===== config.mk =====
export PLATFORM = sky130hd
export DESIGN_NAME = sensor_timing_gen_flat
export DESIGN_NICKNAME = d
export VERILOG_FILES = /design/src/rtl/sensor_timing_gen_if.sv /design/src/rtl/sensor_timing_gen.sv /design/src/flat_wrapper.sv
export SDC_FILE = /design/constraint.sdc
export NUM_CORES = 1
export LEC_CHECK = 0
export ABC_AREA = 1
export CORE_ASPECT_RATIO = 1.75
export CORE_MARGIN = 1.5
export CORE_UTILIZATION = 40
export DETAILED_ROUTE_END_ITERATION = 8
export GPL_ROUTABILITY_DRIVEN = 0
export SKIP_CTS_REPAIR_TIMING = 1
export SLEW_MARGIN = 10
export SYNTH_ARGS = -nofsm -noshare
export SYNTH_HDL_FRONTEND = slang
export SYNTH_SLANG_ARGS = --single-unit

===== constraint.sdc =====
create_clock -name clk -period 12.5 [get_ports clk]
set_clock_uncertainty 0.15 [all_clocks]
set_input_delay 3.75 -clock clk [delete_from_list [all_inputs] [get_ports clk]]
set_output_delay 3.75 -clock clk [all_outputs]
set_load 0.05 [all_outputs]

===== src/rtl/sensor_timing_gen_if.sv =====
// Parallel-sensor generator bus: configuration inputs plus the
// fval/lval/pixel stream produced by sensor_timing_gen.
//   master : the generator (consumes config, drives stream/status)
//   slave  : the consumer side (drives config, observes stream/status)
// Signals:
//   i_gen_en, i_width, i_height, i_h_blank, i_v_blank, i_pattern_sel
//   o_fval, o_lval, o_pix_data, o_frame_cnt, o_busy
interface sensor_timing_gen_if #(
   parameter int DATA_WIDTH = 10,
   parameter int REG_WD     = 32
);
   logic                  i_gen_en;
   logic [REG_WD-1:0]     i_width;
   logic [REG_WD-1:0]     i_height;
   logic [REG_WD-1:0]     i_h_blank;
   logic [REG_WD-1:0]     i_v_blank;
   logic [1:0]            i_pattern_sel;
   logic                  o_fval;
   logic                  o_lval;
   logic [DATA_WIDTH-1:0] o_pix_data;
   logic [15:0]           o_frame_cnt;
   logic                  o_busy;

   modport master (
      input  i_gen_en, i_width, i_height, i_h_blank, i_v_blank, i_pattern_sel,
      output o_fval, o_lval, o_pix_data, o_frame_cnt, o_busy
   );

   modport slave (
      output i_gen_en, i_width, i_height, i_h_blank, i_v_blank, i_pattern_sel,
      input  o_fval, o_lval, o_pix_data, o_frame_cnt, o_busy
   );
endinterface


===== src/rtl/sensor_timing_gen.sv =====
// Synthesizable fval/lval/pixel frame source for self-test and bring-up.
// Frames are always emitted whole; geometry and pattern are latched into
// shadow registers at each frame start.
// Ports:
//   clk   : pixel clock
//   reset : asynchronous, active-high
//   bus   : sensor_timing_gen_if.master (config in, stream/status out)
module sensor_timing_gen #(
   parameter int          DATA_WIDTH    = 10,
   parameter int          REG_WD        = 32,
   parameter int          FVAL_LVAL_GAP = 3,
   parameter logic [15:0] LFSR_SEED     = 16'hACE1
) (
   input  logic clk,
   input  logic reset,
   sensor_timing_gen_if.master bus
);
   typedef enum logic [2:0] {IDLE, LEAD, LINE, HBLANK, TAIL, VBLANK} state_t;

   localparam logic [15:0] GAP_LAST = 16'(FVAL_LVAL_GAP - 1);

   state_t                state_q, state_d;
   logic [15:0]           cnt_q, cnt_d;
   logic [15:0]           line_q, line_d;
   logic [15:0]           width_q, width_d;
   logic [15:0]           height_q, height_d;
   logic [15:0]           hblank_q, hblank_d;
   logic [15:0]           vblank_q, vblank_d;
   logic [1:0]            pat_q, pat_d;
   logic [15:0]           lfsr_q, lfsr_d;
   logic [DATA_WIDTH-1:0] pix_q, pix_d;
   logic [15:0]           frame_cnt_q, frame_cnt_d;
   logic                  fval_q, fval_d;
   logic                  lval_q, lval_d;
   logic [DATA_WIDTH-1:0] data_q, data_d;
   logic                  busy_q, busy_d;
   logic                  start_ok;
   logic                  latch;

   assign start_ok = bus.i_gen_en && (bus.i_width[15:0] != '0) && (bus.i_height[15:0] != '0);

   always_comb begin
      state_d     = state_q;
      cnt_d       = cnt_q + 16'd1;
      line_d      = line_q;
      width_d     = width_q;
      height_d    = height_q;
      hblank_d    = hblank_q;
      vblank_d    = vblank_q;
      pat_d       = pat_q;
      lfsr_d      = lfsr_q;
      pix_d       = pix_q;
      frame_cnt_d = frame_cnt_q;
      latch       = 1'b0;

      case (state_q)
         IDLE: begin
            cnt_d = '0;
            if (start_ok) begin
               latch   = 1'b1;
               state_d = LEAD;
            end
         end
         LEAD: begin
            if (cnt_q == GAP_LAST) begin
               cnt_d   = '0;
               state_d = LINE;
            end
         end
         LINE: begin
            if (cnt_q == width_q - 16'd1) begin
               cnt_d = '0;
               if (line_q < height_q - 16'd1) begin
                  line_d  = line_q + 16'd1;
                  state_d = HBLANK;
               end else begin
                  state_d = TAIL;
               end
            end
         end
         HBLANK: begin
            if (cnt_q == hblank_q - 16'd1) begin
               cnt_d   = '0;
               state_d = LINE;
            end
         end
         TAIL: begin
            if (cnt_q == GAP_LAST) begin
               cnt_d       = '0;
               frame_cnt_d = frame_cnt_q + 16'd1;
               state_d     = VBLANK;
            end
         end
         VBLANK: begin
            if (cnt_q == vblank_q - 16'd1) begin
               cnt_d = '0;
               if (start_ok) begin
                  latch   = 1'b1;
                  state_d = LEAD;
               end else begin
                  state_d = IDLE;
               end
            end
         end
         default: begin
            cnt_d   = '0;
            state_d = IDLE;
         end
      endcase

      if (latch) begin
         width_d  = bus.i_width[15:0];
         height_d = bus.i_height[15:0];
         hblank_d = (bus.i_h_blank[15:0] == '0) ? 16'd1 : bus.i_h_blank[15:0];
         vblank_d = (bus.i_v_blank[15:0] == '0) ? 16'd1 : bus.i_v_blank[15:0];
         pat_d    = bus.i_pattern_sel;
         line_d   = '0;
         pix_d    = '0;
         if (bus.i_pattern_sel == 2'd0) lfsr_d = LFSR_SEED;
      end

      // Outputs are registered from the next state so they line up with it.
      fval_d = state_d inside {LEAD, LINE, HBLANK, TAIL};
      lval_d = (state_d == LINE);
      busy_d = (state_d != IDLE);
      data_d = '0;
      if (lval_d) begin
         case (pat_q)
            2'd0: begin
               data_d = lfsr_q[DATA_WIDTH-1:0];
               lfsr_d = {lfsr_q[0] ^ lfsr_q[2] ^ lfsr_q[3] ^ lfsr_q[5], lfsr_q[15:1]};
            end
            2'd1: data_d = cnt_d[DATA_WIDTH-1:0];
            2'd2: data_d = frame_cnt_q[DATA_WIDTH-1:0];
            default: begin
               data_d = pix_q;
               pix_d  = pix_q + DATA_WIDTH'(1);
            end
         endcase
      end
   end

   always_ff @(posedge clk or posedge reset) begin
      if (reset) begin
         state_q     <= IDLE;
         cnt_q       <= '0;
         line_q      <= '0;
         width_q     <= '0;
         height_q    <= '0;
         hblank_q    <= 16'd1;
         vblank_q    <= 16'd1;
         pat_q       <= '0;
         lfsr_q      <= LFSR_SEED;
         pix_q       <= '0;
         frame_cnt_q <= '0;
         fval_q      <= 1'b0;
         lval_q      <= 1'b0;
         data_q      <= '0;
         busy_q      <= 1'b0;
      end else begin
         state_q     <= state_d;
         cnt_q       <= cnt_d;
         line_q      <= line_d;
         width_q     <= width_d;
         height_q    <= height_d;
         hblank_q    <= hblank_d;
         vblank_q    <= vblank_d;
         pat_q       <= pat_d;
         lfsr_q      <= lfsr_d;
         pix_q       <= pix_d;
         frame_cnt_q <= frame_cnt_d;
         fval_q      <= fval_d;
         lval_q      <= lval_d;
         data_q      <= data_d;
         busy_q      <= busy_d;
      end
   end

   assign bus.o_fval      = fval_q;
   assign bus.o_lval      = lval_q;
   assign bus.o_pix_data  = data_q;
   assign bus.o_frame_cnt = frame_cnt_q;
   assign bus.o_busy      = busy_q;
endmodule


===== src/flat_wrapper.sv =====
// flat-port wrapper written by rule: the top's interface ports become plain ports
module sensor_timing_gen_flat 
#(
   parameter int          DATA_WIDTH    = 10,
   parameter int          REG_WD        = 32,
   parameter int          FVAL_LVAL_GAP = 3,
   parameter logic [15:0] LFSR_SEED     = 16'hACE1
)
  (clk, reset, bus_i_gen_en, bus_i_width, bus_i_height, bus_i_h_blank, bus_i_v_blank, bus_i_pattern_sel, bus_o_fval, bus_o_lval, bus_o_pix_data, bus_o_frame_cnt, bus_o_busy);
  sensor_timing_gen_if #(.DATA_WIDTH(DATA_WIDTH), .REG_WD(REG_WD)) bus_i ();
  input  logic clk;
  input  logic reset;
  input wire logic [$bits(bus_i.i_gen_en)-1:0] bus_i_gen_en;
  input wire logic [$bits(bus_i.i_width)-1:0] bus_i_width;
  input wire logic [$bits(bus_i.i_height)-1:0] bus_i_height;
  input wire logic [$bits(bus_i.i_h_blank)-1:0] bus_i_h_blank;
  input wire logic [$bits(bus_i.i_v_blank)-1:0] bus_i_v_blank;
  input wire logic [$bits(bus_i.i_pattern_sel)-1:0] bus_i_pattern_sel;
  output wire logic [$bits(bus_i.o_fval)-1:0] bus_o_fval;
  output wire logic [$bits(bus_i.o_lval)-1:0] bus_o_lval;
  output wire logic [$bits(bus_i.o_pix_data)-1:0] bus_o_pix_data;
  output wire logic [$bits(bus_i.o_frame_cnt)-1:0] bus_o_frame_cnt;
  output wire logic [$bits(bus_i.o_busy)-1:0] bus_o_busy;
  assign bus_i.i_gen_en = bus_i_gen_en;
  assign bus_i.i_width = bus_i_width;
  assign bus_i.i_height = bus_i_height;
  assign bus_i.i_h_blank = bus_i_h_blank;
  assign bus_i.i_v_blank = bus_i_v_blank;
  assign bus_i.i_pattern_sel = bus_i_pattern_sel;
  assign bus_o_fval = bus_i.o_fval;
  assign bus_o_lval = bus_i.o_lval;
  assign bus_o_pix_data = bus_i.o_pix_data;
  assign bus_o_frame_cnt = bus_i.o_frame_cnt;
  assign bus_o_busy = bus_i.o_busy;
  sensor_timing_gen #(.DATA_WIDTH(DATA_WIDTH), .REG_WD(REG_WD), .FVAL_LVAL_GAP(FVAL_LVAL_GAP), .LFSR_SEED(LFSR_SEED)) u_core (.clk(clk), .reset(reset), .bus(bus_i));
endmodule

# Yosys cells after proc, flatten, opt, wreduce, memory -nomap -nowiden
# Cells that the tools add are included.
[totals]
register_bits = 156
word_cells = 92
[op_classes]
add_sub_neg = 8
magnitude_cmp = 1
eq_ne = 15
muxes = 32
n_bitwise = 3
n_reduce_logical = 18
[ops]
columns = ["op", "n"]
rows = [
  ["16-bit two-way mux", 14],
  ["16-bit case mux with 4 select lines", 1],
  ["16-bit by 1-bit subtractor with 16-bit output, second input constant", 4],
  ["16-bit by 1-bit adder with 16-bit output, second input constant", 3],
  ["16-bit == test", 3],
  ["10-bit two-way mux", 4],
  ["16-bit zero test", 2],
  ["16-bit nonzero test", 2],
  ["10-bit case mux with 3 select lines", 1],
  ["3-bit two-way mux", 7],
  ["3-bit case mux with 6 select lines", 1],
  ["16-bit by 2-bit == test with 1-bit output, second input constant", 1],
  ["16-bit < comparator", 1],
  ["3-bit by 2-bit == test with 1-bit output, second input constant", 4],
  ["10-bit by 1-bit adder with 10-bit output, second input constant", 1],
  ["3-bit == test, second input constant", 3],
  ["3-bit by 1-bit == test with 1-bit output, second input constant", 2],
  ["2-bit nonzero test", 3],
  ["2-bit zero test", 2],
  ["4-bit nonzero test", 1],
  ["3-bit zero test", 1],
  ["1-bit two-way mux", 3],
  ["3-bit AND reduction", 1],
  ["3-bit nonzero test", 1],
  ["other kinds (8)", 11],
]

# Depth between registers and ports, before layout
# Gate-level depths: netlist of the first run.
[depth]
ltp_word = 9
mapped_depth = 22
ltp_nobuf = 22

# Worst setup path after synthesis of the first run
# OpenSTA, ideal clock, no wires.
[synth_path]
path_kind = "input to register"
startpoint = "input port bus_i_height[15]"
endpoint = "register u_core.line_q[5]"
arrival_time_ns = 5.095
required_ns = 12.225
slack_ns = 7.130
stages = 13
cell_sequence = "nor2_1 -> nand2_1 -> nor2_1 -> nand2_1 -> nand3_1 -> nor4_1 -> nand3_4 -> nand2_4 -> inv_2 -> buf_2 -> buf_2 -> nand3_1 -> o31ai_1"
[synth_via]
elab_chain_cells = 7
[synth_rtl]
columns = ["item", "line", "rtl"]
rows = [
  ["start, declared", "flat_wrapper.sv:15", "input wire logic [$bits(bus_i.i_height)-1:0] bus_i_height;"],
  ["16-bit nonzero test (*)", "sensor_timing_gen.sv:40", "assign start_ok = bus.i_gen_en && (bus.i_width[15:0] != '0) && (bus.i_height[15:0] != '0);"],
  ["1-bit logical AND (*)", "sensor_timing_gen.sv:40", ""],
  ["1-bit two-way mux (*)", "sensor_timing_gen.sv:59, sensor_timing_gen.sv:97", ""],
  ["1-bit two-way mux", "sensor_timing_gen.sv:95", "if (cnt_q == vblank_q - 16'd1) begin"],
  ["1-bit case mux with 2 select lines (*)", "sensor_timing_gen.sv:56", "case (state_q)"],
  ["2-bit nonzero test (no line)", "n/a", ""],
  ["3-bit AND reduction (no line)", "n/a", ""],
  ["end signal, assigned", "sensor_timing_gen.sv:163", "line_q <= line_d;"],
  ["end, declared", "sensor_timing_gen.sv:24", "logic [15:0] line_q, line_d;"],
]
# Every way passes the cells marked *; elsewhere a longest branch is shown, timed or not.
# A chain may end at the register's enable or synchronous reset.

# Final worst setup path of the first run
[layout_path]
startpoint = "input port bus_i_height[14]"
endpoint = "register u_core.line_q[3]"
# The elaborated chain is that of the path after synthesis.

==> flow_summary.yaml, run 1 <==
drt:
  viasPerCell: 5.034
  routed_wire_length_per_instance_um: 15.16
  drt_iter0_drc: 711
  met1_length_um: 12550
  met2_routed_wirelength_um: 17820
  routed-via-count: 11080
  detailroute.wirelength.met3_um: 1177
  total_iterations_of_the_first_detailed_routing_run: 5
  top_layer: "met4"
  postRouteWirelength_um: 33340
  antenna_violating_nets_post_route: 0
  drc: 0
clock_network:
  numClockSinks: 156
  cts_tree: "built"
  clkLatencyLatePin_ps: 450
  cts_made_buffers: 17
  clk_slew_on_worst_s_h_paths_ps: 60
  htree_num_levels: 4
  bufs_on_longest_clock_path: 2
  clock-root-buffer: "clkbuf_16"
critical_path:
  worst-path-max-fanout: 67
  required_ps: 12690
  critical_path.n_buffers_inverters: 2
  cp_slowest_stage_delay_ps: 680
  crit_path_top_delay_cell: "nor4_1"
  crit_family: "simple AND/OR/NAND/NOR gates"
  critPathLaunchType: "input port"
  crit_arrival_ps: 7740
  timing.critical_path.mode_cell: "nand2_1"
  critical_path.cell_chain: "clkdlybuf4s50_1 -> nor2_1 -> nand2_1 -> nor2_1 -> nand2_1 -> nand3_1 -> nor4_1 -> nand3_4 -> nand2_4 -> inv_2 -> nand2_1 -> nand3_1 -> nand2_1 -> nor2_1"
  timing_worst_setup_path_type: "input port to flip-flop"
  timing.critical_path.to_type: "flip-flop"
synthesis:
  syn_area_um2: 11400
  synth-seq-area-share: 0.3436
  syn_avg_cell_area_um2: 6.524
  synthesis.nets: 1904
  ys_seq_elements: 156
  count_of_cell_types_in_the_netlist: 42
  yosys_warnings: 0
  postSynth.topFlopCell: "dfrtp_1"
  synthCells: 1747
  synth_edf_count: 0
  ys_async_sr_fraction: 1.000
die:
  core.rowCount: 81
  core_area_um2: 27970
  pin_count: 162
  design.die.area_um2: 29550
  start_util: 0.4075
  die_width_um: 130.6
  floorplan.die.height_um: 226.3
global_routing:
  grt_first_pass_wirelength_um: 54280
  maximum_number_of_pins_on_one_net_before_global_route_repair: 101
  first_global_vias: 11020
  global_route.overflow_total: 0
  grt_util_all_layers: 0.2383
  number_of_antenna_violations_at_the_first_check_in_global_routing: 0
layout:
  final_layout_size_suffix_gt1_frac: 0.04871
  design.final.nets: 1971
  final_cell_area_um2: 13170
  final_core_util: 0.4709
  antenna_cells_inserted: 0
  syn_to_final_growth_pct: 15.58
sta:
  worst_pin_slew_ps: 1017
  setup-violations-final: 0
  fin_setup_tns_ps: 0
  fmax_ghz: 0.1324
  setup_repair_after_global_routing_missed_its_margin: "no"
  hold_viol_final: 0
  slew_headroom: 0.3194
  timing.final.crit_share: 0.6043
  timing.final.crit_period_ps: 7554
  slew_viol_final: 0
  postLayoutSetupSlackWorst_ps: 4946
worst_hold_path:
  hp-class: "flip-flop to flip-flop"
place:
  buffer_ports.inserted: 97
  worst_slack_at_placement_ps: 4390
  hpwl_um: 25020
  placement.cell_area_um2: 12570
power:
  p_leak_nw: 6.669
  powerDensity_nw_per_um2: 204.5
  peakVddDrop_v: 0.0001065
  total_power_mw: 2.694
flow_run:
  max-cap-violations: 0
status:
  run_status: "completed"
## cell type report
cell class	count	area, um^2
Fill cell	2966	14800
Inverter	183	691.9
Sequential cell	156	3916
Clock inverter	12	161.4
Clock buffer	20	436.7
Timing Repair Buffer	101	1001
Tap cell	373	466.7
Multi-Input combinational cell	1355	6499
## cells in the final DEF (no fill, tap or decap), drive strengths merged, types with 4 or more instances in the layout
cell type and count:
clkinv 5, o21ai 78, clkdlybuf4s50 97, nand3b 13
or2 7, nand4 27, nor2 244, dfstp 10
nand2 649, nor3 29, ha 24, xor2 73
xnor2 22, nor4 14, nand3 144, buf 4
a21oi 17, inv 184, clkbuf 20, dfrtp 146
## per-layer routing
metal / up-vias / global-route usage
met1: 5134 / 0.2389
met3: 93 / 0.04648
met2: 249 / 0.4472
met5: - / 0
li1: 5599 / -
met4: 0 / 0.1361
## worst paths after layout
| kind | cells after the start | startpoint | end | slack [ps] |
|---|---|---|---|---|
| min | 1 | u_core.bus.o_frame_cnt[15] | u_core.bus.o_frame_cnt[15] | 330 |
| max reg2reg | 20 | u_core.height_q[0] | u_core.pix_q[9] | 7550 |
| max | 14 | bus_i_height[14] | u_core.line_q[3] | 4950 |
| min in group asynchronous | 2 | reset | u_core.height_q[11] | 3720 |
| min reg2reg | 1 | u_core.bus.o_frame_cnt[15] | u_core.bus.o_frame_cnt[15] | 330 |
| max in group asynchronous | 3 | reset | u_core.vblank_q[9] | 7110 |
## state kept, by name, indices dropped and copies added (netlist names)
name                    flops
u_core.bus.o_busy           1
u_core.bus.o_frame_cnt     16
u_core.bus.o_fval           1
u_core.bus.o_lval           1
u_core.bus.o_pix_data      10
u_core.cnt_q               16
u_core.hblank_q            16
u_core.height_q            16
u_core.lfsr_q              16
u_core.line_q              16
u_core.pat_q                2
u_core.pix_q               10
u_core.state_q              3
u_core.vblank_q            16
u_core.width_q             16
## Yosys cell counts (23+ instances only)
cell     instances  area, um^2
nand2_1        640        2402
nor2_1         226       848.3
inv_1          176       660.6
dfrtp_1        146        3654
nand3_1        140       700.7
xor2_1          73       639.4
o21ai_0         55       275.3
nor3_1          29       145.1
nand4_1         27       168.9
ha_1            24       300.3
buf_2           23       115.1
o21ai_1         23       115.1
## worst register-to-register path: cells and delay by family (launching register included)
| kind | cells | cell delay, ps |
|---|---|---|
| AOI/OAI and AO/OA | 1 | 170 |
| xor gates and xnor gates | 1 | 180 |
| adders and majority gates | 2 | 440 |
| buffers and inverters | 2 | 160 |
| DFF | 1 | 370 |
| and+or+nand+nor | 14 | 3370 |
## metrics by stage
stage                     hold slack, ps  instances
after floorplan                    311.0       1747
after global placement             321.3       2168
after detailed placement           325.5       2168
after CTS                          335.0       2200
after global routing               350.8       2200
final                              330.9       2200
## where the power goes
group	switching (mW)	internal (mW)	leakage, nW	total [mW]
logic	0.825	0.446	4.45	1.27
clock network	0.226	0.316	0.282	0.542
registers	0.205	0.675	1.93	0.881
## cells by family (layout without fill, tap and decap cells)
kind of cell,after synthesis,count (layout),synth area share
AND/OR/NAND/NOR,1132,1132,0.4227
buffers and inverters,236,316,0.08662
flip-flops,156,156,0.3436
AO/OA/AOI/OAI,104,104,0.04776
XOR/XNOR,95,95,0.07300
adder cells (fa/ha/maj),24,24,0.02635
(Power assumes the default switching activity.)
==> inputs of run 2 (changes only) <==
clock period = 7.9 ns   (was 12.5 ns; I/O delays follow)
==> flow_summary.yaml, run 2 (synthesis gave the netlist of run 1 again) <==
power:
  p_leak_nw: 6.707
  powerDensity_nw_per_um2: 324.8
  peakVddDrop_v: 0.0001655
layout:
  final_core_util: 0.4732
  design.final.nets: 1974
  syn_to_final_growth_pct: 16.14
  commonest_non_fill_non_tap_cell_in_the_layout: "nand2_1"
  antenna_cells_inserted: 0
  final_layout_size_suffix_gt1_frac: 0.05137
  layout.cells.most_common_list: "nand2_1 (640), nor2_1 (226), inv_1 (175)"
critical_path:
  critical_path.n_buffers_inverters: 3
  worst-path-max-fanout: 65
  critical_path.reg2reg.startpoint: "u_core.height_q[0]"
  cp_slowest_stage_delay_ps: 660
  critical_path.cell_chain: "clkdlybuf4s50_1 -> nor2_1 -> nand2_1 -> nor2_1 -> nand2_1 -> nand3_1 -> nor4_1 -> nand3_4 -> nand2_4 -> inv_2 -> buf_4 -> nand3_1 -> o21ai_0"
  timing_worst_setup_path_type: "input port to flip-flop"
  timing.reg2reg.worst_path_depth: 20
  timing.critical_path.to_type: "flip-flop"
  required_ps: 8070
  crit_arrival_ps: 5800
  critPathLaunchType: "input port"
  crit_family: "simple AND/OR/NAND/NOR gates"
  crit_path_top_delay_cell: "nand2_4"
  r2r_end: "u_core.pix_q[3]"
  ff2ff_setup_slack_ps: 2940
drt:
  routed-via-count: 11160
  viasPerCell: 5.067
  postRouteWirelength_um: 33310
  drc: 0
  total_iterations_of_the_first_detailed_routing_run: 6
  routed_wire_length_per_instance_um: 15.12
  antenna_violating_nets_post_route: 0
  drt_iter0_drc: 716
place:
  hpwl_um: 25080
  worst_slack_at_placement_ps: 1679
  buffer_ports.inserted: 97
status:
  run_status: "completed"
die:
  core_area_um2: 27970
  pin_count: 162
  design.die.area_um2: 29550
  die_width_um: 130.6
  floorplan.die.height_um: 226.3
  start_util: 0.4075
  core.rowCount: 81
global_routing:
  maximum_number_of_pins_on_one_net_before_global_route_repair: 83
  grt_first_pass_wirelength_um: 54120
  number_of_antenna_violations_at_the_first_check_in_global_routing: 0
  first_global_vias: 10930
  global_route.overflow_total: 0
  grt_util_all_layers: 0.2380
sta:
  postLayoutSetupSlackWorst_ps: 2272
  slew_headroom: 0.3614
  setup-violations-final: 0
  fin_setup_tns_ps: 0
  slew_viol_final: 0
  fmax_ghz: 0.1777
  timing.final.crit_period_ps: 5628
  setup_repair_after_global_routing_missed_its_margin: "no"
  worst_pin_slew_ps: 949.2
  timing.final.crit_share: 0.7125
  hold_viol_final: 0
clock_network:
  clock-root-buffer: "clkbuf_16"
  cts_tree: "built"
  clk_slew_on_worst_s_h_paths_ps: 60
  cts_made_buffers: 17
  bufs_on_longest_clock_path: 2
  htree_num_levels: 4
  numClockSinks: 156
  clkLatencyLatePin_ps: 460
worst_hold_path:
  timing.hold.worst_path_depth: 1
  worstHoldStart: "u_core.bus.o_frame_cnt[15]"
  hp-class: "flip-flop to flip-flop"
  worst_hold_path.endpoint: "u_core.bus.o_frame_cnt[15]"
flow_run:
  max-cap-violations: 0
==> run 2: changes by cell type in the layout (fill, tap and decap cells not counted) <==
cell       previous run  this run
clkinv_2              1         3
buf_4                 4         6
buf_12                0         1
clkbuf_1              3         0
bufinv_16             3         4
inv_6                 4         2
clkinv_4              2         3
nor3_2                1         0
clkbuf_8              0         1
nor3_1               28        29
==> run 2: final cells by class <==
type,count,area (um^2)
clock buffer,18,439.2
clock inverter,14,192.7
fill,2903,14740
inverter,183,691.9
multi-input combinational,1355,6494
sequential,156,3916
tap,373,466.7
timing repair buffer,104,1036
==> run 2: metal layers <==
layer | wire length, um | global-route usage | vias to the layer above
met3 | 1297 | 0.04436 | 99
li1 | - | - | 5609
met5 | 0 | 0 | -
met1 | 12410 | 0.2472 | 5210
met4 | 1742 | 0.1301 | 0
met2 | 17850 | 0.4413 | 244
==> run 2: worst max-delay path by stage <==
stage,from,to,slack (ps),cells past startpoint
after floorplan,reset,u_core.bus.o_busy,1190,1
after global placement,bus_i_height[14],u_core.line_q[14],1660,13
after detailed placement,bus_i_height[14],u_core.line_q[14],1680,13
after CTS,bus_i_height[14],u_core.line_q[3],2150,14
after global routing,bus_i_height[14],u_core.line_q[2],1960,14
final,bus_i_height[14],u_core.line_q[14],2270,13
==> run 2: through the flow <==
stage                     hold WS [ps]  cell area [um^2]  std cells  power, mW
after CTS                        323.4             13240       2203      4.320
final                            321.4             13240       2203      4.300
after floorplan                  311.0             11400       1747      2.869
after global routing             364.3             13240       2203      4.682
after global placement           307.3             12600       2171      3.359
after detailed placement         312.4             12600       2171      3.402
==> run 2: worst register-to-register path: stages (launching register included) <==
cell      delay [ps]
dfrtp_1          370
inv_1             90
ha_1             180
nand2_1           90
nor3_1           250
nand2_1          130
inv_1             70
nand2_1           70
or3_1            350
nor3_1           220
xor2_1           180
ha_1             240
nand2_1           80
nor2_1            50
a211oi_1         170
nand3_1          280
nor3_1           380
nand3b_1         510
nand3_2          670
nand2_1          250
nand2_1           70
==> run 2: report_power, final <==
part	leakage (nW)	total, mW	switching (mW)	internal [mW]
combinational	4.47	2.01	1.30	0.709
sequential	1.93	1.38	0.316	1.07
clock	0.302	0.902	0.365	0.537
